[config.mk]
export PLATFORM = sky130hd
export DESIGN_NAME = pitch_period_detect_flat
export DESIGN_NICKNAME = d
export VERILOG_FILES = /design/src/rtl/pitch_pkg.sv /design/src/rtl/pitch_period_detect_if.sv /design/src/rtl/dc_tracker.sv /design/src/rtl/pitch_period_detect.sv /design/src/flat_wrapper.sv
export SDC_FILE = /design/constraint.sdc
export NUM_CORES = 1
export LEC_CHECK = 0
export ABC_AREA = 1
export CAP_MARGIN = 20
export CORE_MARGIN = 2
export CORE_UTILIZATION = 52
export CTS_CLUSTER_DIAMETER = 50
export CTS_CLUSTER_SIZE = 16
export DETAILED_ROUTE_END_ITERATION = 6
export PLACE_DENSITY = 0.7
export SYNTH_ARGS = -nofsm -noshare
export SYNTH_HDL_FRONTEND = slang
export SYNTH_HIERARCHICAL = 1
export SYNTH_SLANG_ARGS = --single-unit
[constraint.sdc]
create_clock -name clk -period 3.75 [get_ports clk]
set_input_delay 0.9375 -clock clk [delete_from_list [all_inputs] [get_ports clk]]
set_output_delay 0.9375 -clock clk [all_outputs]
set_load 0.02 [all_outputs]
[src/rtl/pitch_pkg.sv]
// Shared types and widths for the pitch period detector.
package pitch_pkg;

  typedef enum logic [0:0] {ARMING, TRACKING} pd_state_t;

  localparam int unsigned PERIOD_W = 12;
  localparam int unsigned ACC_W    = 14;
  localparam int unsigned SAMPLE_W = 16;
  localparam logic [SAMPLE_W-1:0] MIDSCALE = 16'h8000;

endpackage

[src/rtl/pitch_period_detect_if.sv]
// Sample stream in from the oversampler, averaged period out to note matching.
interface pitch_period_detect_if;
  import pitch_pkg::*;

  logic [SAMPLE_W-1:0] sample;
  logic                sample_valid;
  logic [PERIOD_W-1:0] period_out;
  logic                period_valid;
  logic                silent;

  modport master (
    output sample, sample_valid,
    input  period_out, period_valid, silent
  );

  modport slave (
    input  sample, sample_valid,
    output period_out, period_valid, silent
  );

endinterface

[src/rtl/dc_tracker.sv]
// Slow IIR baseline (time constant 2^DC_SHIFT samples) and bias-free AC value.
module dc_tracker
  import pitch_pkg::*;
#(
  parameter int unsigned DC_SHIFT = 8
) (
  input  logic                       clk,
  input  logic                       reset_n,
  input  logic                       in_valid,
  input  logic [SAMPLE_W-1:0]        sample,
  output logic signed [SAMPLE_W:0]   ac,
  output logic                       ac_valid
);

  localparam int unsigned BASE_W = SAMPLE_W + DC_SHIFT;
  localparam logic [BASE_W-1:0] BASE_RST = BASE_W'(MIDSCALE) << DC_SHIFT;

  logic [BASE_W-1:0]         base_q;
  logic [SAMPLE_W-1:0]       base_int;
  logic signed [SAMPLE_W:0]  diff;

  assign base_int = base_q[BASE_W-1:DC_SHIFT];
  assign diff     = $signed({1'b0, sample}) - $signed({1'b0, base_int});

  // The same difference drives both the AC output and the baseline step.
  always_ff @(posedge clk or negedge reset_n) begin
    if (!reset_n) begin
      base_q   <= BASE_RST;
      ac       <= '0;
      ac_valid <= 1'b0;
    end else begin
      ac_valid <= in_valid;
      if (in_valid) begin
        ac     <= diff;
        base_q <= base_q + BASE_W'(diff);
      end
    end
  end

endmodule

[src/rtl/pitch_period_detect.sv]
// Rising zero-crossing period detector with hysteresis, averaging four periods.
module pitch_period_detect
  import pitch_pkg::*;
#(
  parameter int unsigned DC_SHIFT   = 8,
  parameter int unsigned HYST       = 64,
  parameter int unsigned MIN_PERIOD = 8,
  parameter int unsigned MAX_PERIOD = 4095
) (
  input  logic                 clk,
  input  logic                 reset_n,
  pitch_period_detect_if.slave bus
);

  localparam logic signed [SAMPLE_W:0] HYST_S = (SAMPLE_W + 1)'(HYST);
  localparam logic [PERIOD_W-1:0] MIN_P = PERIOD_W'(MIN_PERIOD);
  localparam logic [PERIOD_W-1:0] MAX_P = PERIOD_W'(MAX_PERIOD);

  logic                      sv_q;
  logic                      s0_vld_q;
  logic [SAMPLE_W-1:0]       sample_q;
  logic                      new_sample;
  logic signed [SAMPLE_W:0]  ac;
  logic                      ac_valid;

  pd_state_t                 state_q;
  logic                      pol_q, pol_d, crossing;
  logic [PERIOD_W-1:0]       cnt_q;
  logic [ACC_W-1:0]          acc_q;
  logic [1:0]                n_q;
  logic [ACC_W:0]            acc_sum, acc_rnd;
  logic [PERIOD_W-1:0]       period_out_q;
  logic                      period_valid_q, silent_q;

  assign new_sample = bus.sample_valid & ~sv_q;

  always_ff @(posedge clk or negedge reset_n) begin
    if (!reset_n) begin
      sv_q     <= 1'b0;
      s0_vld_q <= 1'b0;
      sample_q <= MIDSCALE;
    end else begin
      sv_q     <= bus.sample_valid;
      s0_vld_q <= new_sample;
      if (new_sample) sample_q <= bus.sample;
    end
  end

  dc_tracker #(
    .DC_SHIFT (DC_SHIFT)
  ) u_dc_tracker (
    .clk      (clk),
    .reset_n  (reset_n),
    .in_valid (s0_vld_q),
    .sample   (sample_q),
    .ac       (ac),
    .ac_valid (ac_valid)
  );

  always_comb begin
    pol_d = pol_q;
    if (ac > HYST_S)       pol_d = 1'b1;
    else if (ac < -HYST_S) pol_d = 1'b0;
  end

  assign crossing = pol_d & ~pol_q;
  assign acc_sum  = {1'b0, acc_q} + (ACC_W + 1)'(cnt_q);
  assign acc_rnd  = acc_sum + (ACC_W + 1)'(2);

  // Saturation is tested before the crossing so a crossing on that sample is dropped.
  always_ff @(posedge clk or negedge reset_n) begin
    if (!reset_n) begin
      state_q        <= ARMING;
      pol_q          <= 1'b0;
      cnt_q          <= '0;
      acc_q          <= '0;
      n_q            <= '0;
      period_out_q   <= '0;
      period_valid_q <= 1'b0;
      silent_q       <= 1'b1;
    end else begin
      period_valid_q <= 1'b0;
      if (ac_valid) begin
        pol_q <= pol_d;
        unique case (state_q)
          ARMING: begin
            if (crossing) begin
              cnt_q   <= PERIOD_W'(1);
              acc_q   <= '0;
              n_q     <= '0;
              state_q <= TRACKING;
            end
          end
          TRACKING: begin
            if (cnt_q == MAX_P) begin
              silent_q <= 1'b1;
              acc_q    <= '0;
              n_q      <= '0;
              state_q  <= ARMING;
            end else if (crossing && cnt_q >= MIN_P) begin
              cnt_q <= PERIOD_W'(1);
              if (n_q == 2'd3) begin
                period_out_q   <= acc_rnd[PERIOD_W+1:2];
                period_valid_q <= 1'b1;
                silent_q       <= 1'b0;
                acc_q          <= '0;
                n_q            <= '0;
              end else begin
                acc_q <= acc_sum[ACC_W-1:0];
                n_q   <= n_q + 2'd1;
              end
            end else begin
              cnt_q <= cnt_q + PERIOD_W'(1);
            end
          end
          default: state_q <= ARMING;
        endcase
      end
    end
  end

  assign bus.period_out   = period_out_q;
  assign bus.period_valid = period_valid_q;
  assign bus.silent       = silent_q;

endmodule

[src/flat_wrapper.sv]
// flat-port wrapper written by rule: the top's interface ports become plain ports
module pitch_period_detect_flat import pitch_pkg::*;
#(
  parameter int unsigned DC_SHIFT   = 8,
  parameter int unsigned HYST       = 64,
  parameter int unsigned MIN_PERIOD = 8,
  parameter int unsigned MAX_PERIOD = 4095
)
  (clk, reset_n, bus_sample, bus_sample_valid, bus_period_out, bus_period_valid, bus_silent);
  pitch_period_detect_if bus_i ();
  input  logic clk;
  input  logic reset_n;
  input wire logic [$bits(bus_i.sample)-1:0] bus_sample;
  input wire logic [$bits(bus_i.sample_valid)-1:0] bus_sample_valid;
  output wire logic [$bits(bus_i.period_out)-1:0] bus_period_out;
  output wire logic [$bits(bus_i.period_valid)-1:0] bus_period_valid;
  output wire logic [$bits(bus_i.silent)-1:0] bus_silent;
  assign bus_i.sample = bus_sample;
  assign bus_i.sample_valid = bus_sample_valid;
  assign bus_period_out = bus_i.period_out;
  assign bus_period_valid = bus_i.period_valid;
  assign bus_silent = bus_i.silent;
  pitch_period_detect #(.DC_SHIFT(DC_SHIFT), .HYST(HYST), .MIN_PERIOD(MIN_PERIOD), .MAX_PERIOD(MAX_PERIOD)) u_core (.clk(clk), .reset_n(reset_n), .bus(bus_i));
endmodule
### After elaboration in Yosys (flattened, before gate mapping)

Cells that the tools add are included.

| storage, ports and cells | value |
|---|---|
| flip-flop bits (word level) | 104 |
| logic and storage cells | 68 |

| cells by class | value |
|---|---|
| add/subtract/negate cells | 6 |
| order comparisons | 3 |
| eq/ne operators | 5 |
| muxes and demuxes | 27 |
| bitwise operators | 6 |
| reduce and logical (&&, ||, !) cells | 7 |

Operators by type and width:

| cell | number |
|---|---|
| $mux W14 | 4 |
| $mux W12 | 3 |
| $pmux W14 S2 | 1 |
| $add A24 B24 Y24 | 1 |
| $pmux W12 S2 | 1 |
| $gt A17 B8 Y1 const B | 1 |
| $lt A17 B7 Y1 const B | 1 |
| $sub A16 B16 Y17 | 1 |
| $add A14 B12 Y14 | 1 |
| $add A14 B2 Y14 const B | 1 |
| $add A12 B1 Y12 const B | 1 |
| $eq A12 B12 Y1 const B | 1 |
| $ge A12 B4 Y1 const B | 1 |
| $mux W1 | 12 |
| $mux W2 | 4 |
| $reduce_and A3 Y1 | 2 |
| $reduce_and A5 Y1 | 1 |
| $not A1 Y1 | 4 |
| $pmux W2 S2 | 1 |
| $reduce_and A4 Y1 | 1 |
| $reduce_bool A2 Y1 | 2 |
| $ne A3 B3 Y1 const B | 1 |
| $add A2 B1 Y2 const B | 1 |
| $and A1 B1 Y1 | 2 |
| 5 further kinds | 5 |

### Logic depth before layout (Yosys ltp)

| logic depth | value |
|---|---|
| depth after elaboration | 9 |
| depth in mapped cells | 25 |

### By module

Netlist, hierarchy kept.

Modules (own cells, without submodules):

| module | times used | cells each | area each (µm²) |
|---|---|---|---|
| dc_tracker | 1 | 601 | 3988.8 |
| pitch_period_detect | 1 | 556 | 3910.0 |

### Worst setup path after synthesis

Ideal clock, no wire load.

| timing | value |
|---|---|
| path kind | flip-flop to flip-flop |
| from | reg u_core.u_dc_tracker.base_q[8] |
| to | reg u_core.u_dc_tracker.base_q[22] |
| data arrival time | 2.822 ns |
| data required time | 3.633 ns |
| slack | 0.810 ns |
| cell stages (with the launch flop) | 21 |
| clock period less this slack | 2.940 ns |
| path through | dfrtp_1 > ha_1 > fa_1 > inv_1 > nand2_1 > nand2_2 > nand2_2 > o21bai_4 > a21oi_2 > or2_1 > and2_1 > ha_1 > nand2_1 > nor2_1 > inv_1 > nor2_1 > nand3_1 > nand3_1 > nand2_1 > nand3_1 > nand2_1 |

| on the way | value |
|---|---|
| cells in the longest elaborated chain, start to end | 2 |

Ends and longest elaborated chain:

| what | line | RTL |
|---|---|---|
| start, declared | dc_tracker.sv:18 | `logic [BASE_W-1:0] base_q;` |
| start signal, assigned | dc_tracker.sv:35 | `base_q <= base_q + BASE_W'(diff);` |
| $sub A16 B16 Y17 | dc_tracker.sv:23 | `assign diff = $signed({1'b0, sample}) - $signed({1'b0, base_int});` |
| named net u_core.u_dc_tracker.diff[10] | dc_tracker.sv:20 | `logic signed [SAMPLE_W:0] diff;` |
| $add A24 B24 Y24 | dc_tracker.sv:35 |  |

The timed path passes the listed nets, and every way through them passes these cells.
A chain may end at the register's enable or synchronous reset.

### Worst setup path after layout

| timing | value |
|---|---|
| from | reg u_core.u_dc_tracker.base_q[8] |
| to | reg u_core.u_dc_tracker.base_q[15] |

The elaborated chain is that of the path after synthesis.

==> out/summary.txt <==
Syn Nets - 1,235
Starting density of the core - 52.5%
Die Ht - 127 um
NumNets Final - 1,266
N_diodes - 0
Max_slew headroom - 32.9%
Commonest non-fill, non-tap cell in the layout - nand2_1
Mapped Cells - 1,157
Worst path arrival time - 3.52 ns
Worst-skew pair later-pin latency - 0.36 ns
Final hold viol count - 0
Reg2reg start - u_core/u_dc_tracker/base_q[8]
Switching share of power - 52.0%
Crit path max fanout - 4
Wirelength per Cell - 14.1 um
Startpoint types - flop
Layout area overhead - 10.3%
Sequential share of power - 21.5%
Die Wd - 127 um
Critical Path RT - 4.05 ns
Multi-input gate area - 4600 sq um
Routability Congestion - 0.994
Number of synthesized flops with an enable pin - 0
Initial antenna violation count - 0
DR iter-0 viols - 442
CP Cell Sequence - ha_1 -> fa_1 -> inv_1 -> nand2_1 -> nand2_2 -> nand2_2 -> o21bai_4 -> a21oi_2 -> or2_1 -> and2_1 -> ha_1 -> nand2_2 -> inv_1 -> nand2_1 -> nand2_1 -> nand2_1 -> nand2_1 -> inv_2 -> nand2_1 -> xor2_1 -> nand2_1 -> nand2_1
GR Layer Usage met1 - 30.4%
Slowest cell on the critical path - dfrtp_1
Largest net degree at the start of global routing - 48
Worst-case clock buffer depth - 2
Worst setup margin - 0.521 ns
PortBufs - 32
First-pass GRT wire length - 32,500 um
Placement Cell Area - 8410 sq um
Min Hold Slack - 0.478 ns
Final HPWL DP - 15,100 um
Seq/Total Area, Yosys - 33.0%
Vias in the first global route - 6,908
Worst Max-Slew Pin Slew - 1.01 ns
Outcome - finished clean
CP Capture Type - flop
GR Util met2 - 45.5%
Combinational share of power - 66.1%
Postcts setup bufs - 0
Placed cell count - 1,365
Most frequent cells in the layout - nand2_1, inv_1, nand3_1
Hold buffer count at CTS - 0
Fill count - 1,481
H-tree depth - 3
Row count - 45
Total power - 7.81 mW
Minimum clock period - 3.23 ns
Post-synthesis cell area - 7900 sq um
Fin Setup TNS - 0 ns
Max frequency - 310 MHz
Finished Layout Cells - 1,381
WL final - 19,500 um
Post-synth cell types - 46
Ys async rst share - 100%
VDD IR max - 540 uV
Residual DRC - 0
Post-route ant nets - 0
Setup CP Type - flop to flop
Net switching power - 4.06 mW
Core area - 15,000 sq um
Clock sink count - 104
HP Start - u_core/bus.period_out[0]
Remaining Overflow, GRT - 0
Slowest Stage Delay on Critical Path - 0.42 ns
Maxcap violations - 0
Leakage - 4.74 nW
Fin area - 8710 sq um
Max Slew Vio Count - 0
Pwr Density - 897 nW/um^2
Share of layout cells above drive strength 1 - 6.62%
GRT busiest layer - met2
Root Buffer - clkbuf_16
Post-CTS Resized - 0
Gr usage total - 25.2%
Hold WC Path Type - flop to flop
Clock Skew - 0.00714 ns
Cell internal pwr - 3.75 mW
Via density per instance - 5.19
Sequential cell area - 2610 sq um
RSZ-0062 raised after global routing - no
DP Worst Slack - 0.557 ns
Critical path origin - u_core/u_dc_tracker/base_q[8]
Avg Cell Area, Syn - 6.83 sq um
Worst-path clk slew - 0.08 ns
Period utilisation layout - 86.1%
CTS tree - built
DR pass1 iterations - 5
Clock share of power - 12.4%
Synth warn - 6
Total number of vias - 7,170
Top_reg_cell synth - dfrtp_1
# IOs - 33
# setup viols final - 0
Core Util, Final - 57.9%
CP most frequent cell - nand2_1
Synth Register Bits - 104
GRT met3 Usage - 3.22%
Cts bufs inserted - 9
Die area - 16,200 sq um
[routing by layer]
metal  routed length (um)  share of wire (%)  up-vias
li1                     -                  -     3739
met3                  675                3.5       34
met1                 8410                 43     3260
met5                    0                  0        -
met4                  632                3.2        0
met2                 9740                 50      137
[worst paths after layout]
kind | to | slack [ns] | depth (start not counted)
setup / recovery | u_core/u_dc_tracker/base_q[15] | 0.52 | 22
hold / removal | u_core/bus.period_out[0] | 0.48 | 2
setup reg to reg | u_core/u_dc_tracker/base_q[15] | 0.52 | 22
hold reg to reg | u_core/bus.period_out[0] | 0.48 | 2
max in group asynchronous | u_core/u_dc_tracker/base_q[23] | 2.45 | 2
min in group asynchronous | u_core/cnt_q[3] | 0.59 | 1
[power groups by stage]
| stage | Sequential, mW | Clock (mW) | Combinational [mW] |
|---|---|---|---|
| global placement | 1.69 | 0 | 5.06 |
| CTS | 1.68 | 0.993 | 5.15 |
| global route | 1.72 | 1.04 | 5.85 |
| finish | 1.68 | 0.972 | 5.16 |
| floorplan | 1.59 | 0 | 4.00 |
| detailed placement | 1.69 | 0 | 5.12 |
[flip-flops by register name, indices dropped and copies added, names as in the netlist]
name / cells
u_core/acc_q: 14
u_core/bus.period_out: 12
u_core/bus.period_valid: 1
u_core/bus.silent: 1
u_core/cnt_q: 12
u_core/n_q: 2
u_core/pol_q: 1
u_core/s0_vld_q: 1
u_core/sample_q: 16
u_core/state_q: 1
u_core/sv_q: 1
u_core/u_dc_tracker/ac: 17
u_core/u_dc_tracker/ac_valid: 1
u_core/u_dc_tracker/base_q: 24
[cell type report]
| class | instances | area share [%] |
|---|---|---|
| multi-input combinational | 878 | 52.8 |
| inverter | 156 | 6.75 |
| clock inverter | 6 | 0.718 |
| tap | 188 | 2.70 |
| clock buffer | 10 | 2.74 |
| timing repair buffer | 39 | 4.40 |
| sequential | 104 | 29.9 |
[kinds of logic after synthesis]
| kind of cell | synth area share [%] |
|---|---|
| DFF | 33.0 |
| adders and majority gates | 9.63 |
| buffers and inverters | 8.82 |
| and+or+nand+nor | 38.0 |
| xor gates and xnor gates | 2.98 |
| AOI/OAI and AO/OA | 7.52 |
[Yosys cell counts (6+ instances only)]
| cell type | instances | area (sq um) |
|---|---|---|
| nor2_1 | 68 | 255 |
| xnor2_1 | 11 | 96.3 |
| buf_2 | 8 | 40.0 |
| inv_2 | 7 | 26.3 |
| clkbuf_1 | 7 | 26.3 |
| a21oi_1 | 42 | 210 |
| dfrtp_1 | 101 | 2530 |
| o21ai_1 | 9 | 45.0 |
| nor3_1 | 6 | 30.0 |
| inv_1 | 148 | 556 |
| xor2_1 | 14 | 123 |
| nand3_2 | 6 | 60.1 |
| nand4_1 | 21 | 131 |
| nand3_1 | 112 | 561 |
| nand2_2 | 12 | 75.1 |
| o21ai_0 | 32 | 160 |
| nand3b_1 | 7 | 52.6 |
| ha_1 | 56 | 701 |
| nand2_1 | 426 | 1600 |
| a21oi_2 | 6 | 52.6 |
| and2_1 | 8 | 50.1 |
[worst max-delay path: cells and delay by family (launching register included)]
kind                     cells  cell delay, ns
adder cells (fa/ha/maj)      3            0.97
AO/OA/AOI/OAI                2            0.24
AND/OR/NAND/NOR             13            1.19
flip-flops                   1            0.42
XOR/XNOR                     1            0.17
buffers and inverters        3            0.17
Note: power is estimated with default switching activity, not from simulation.
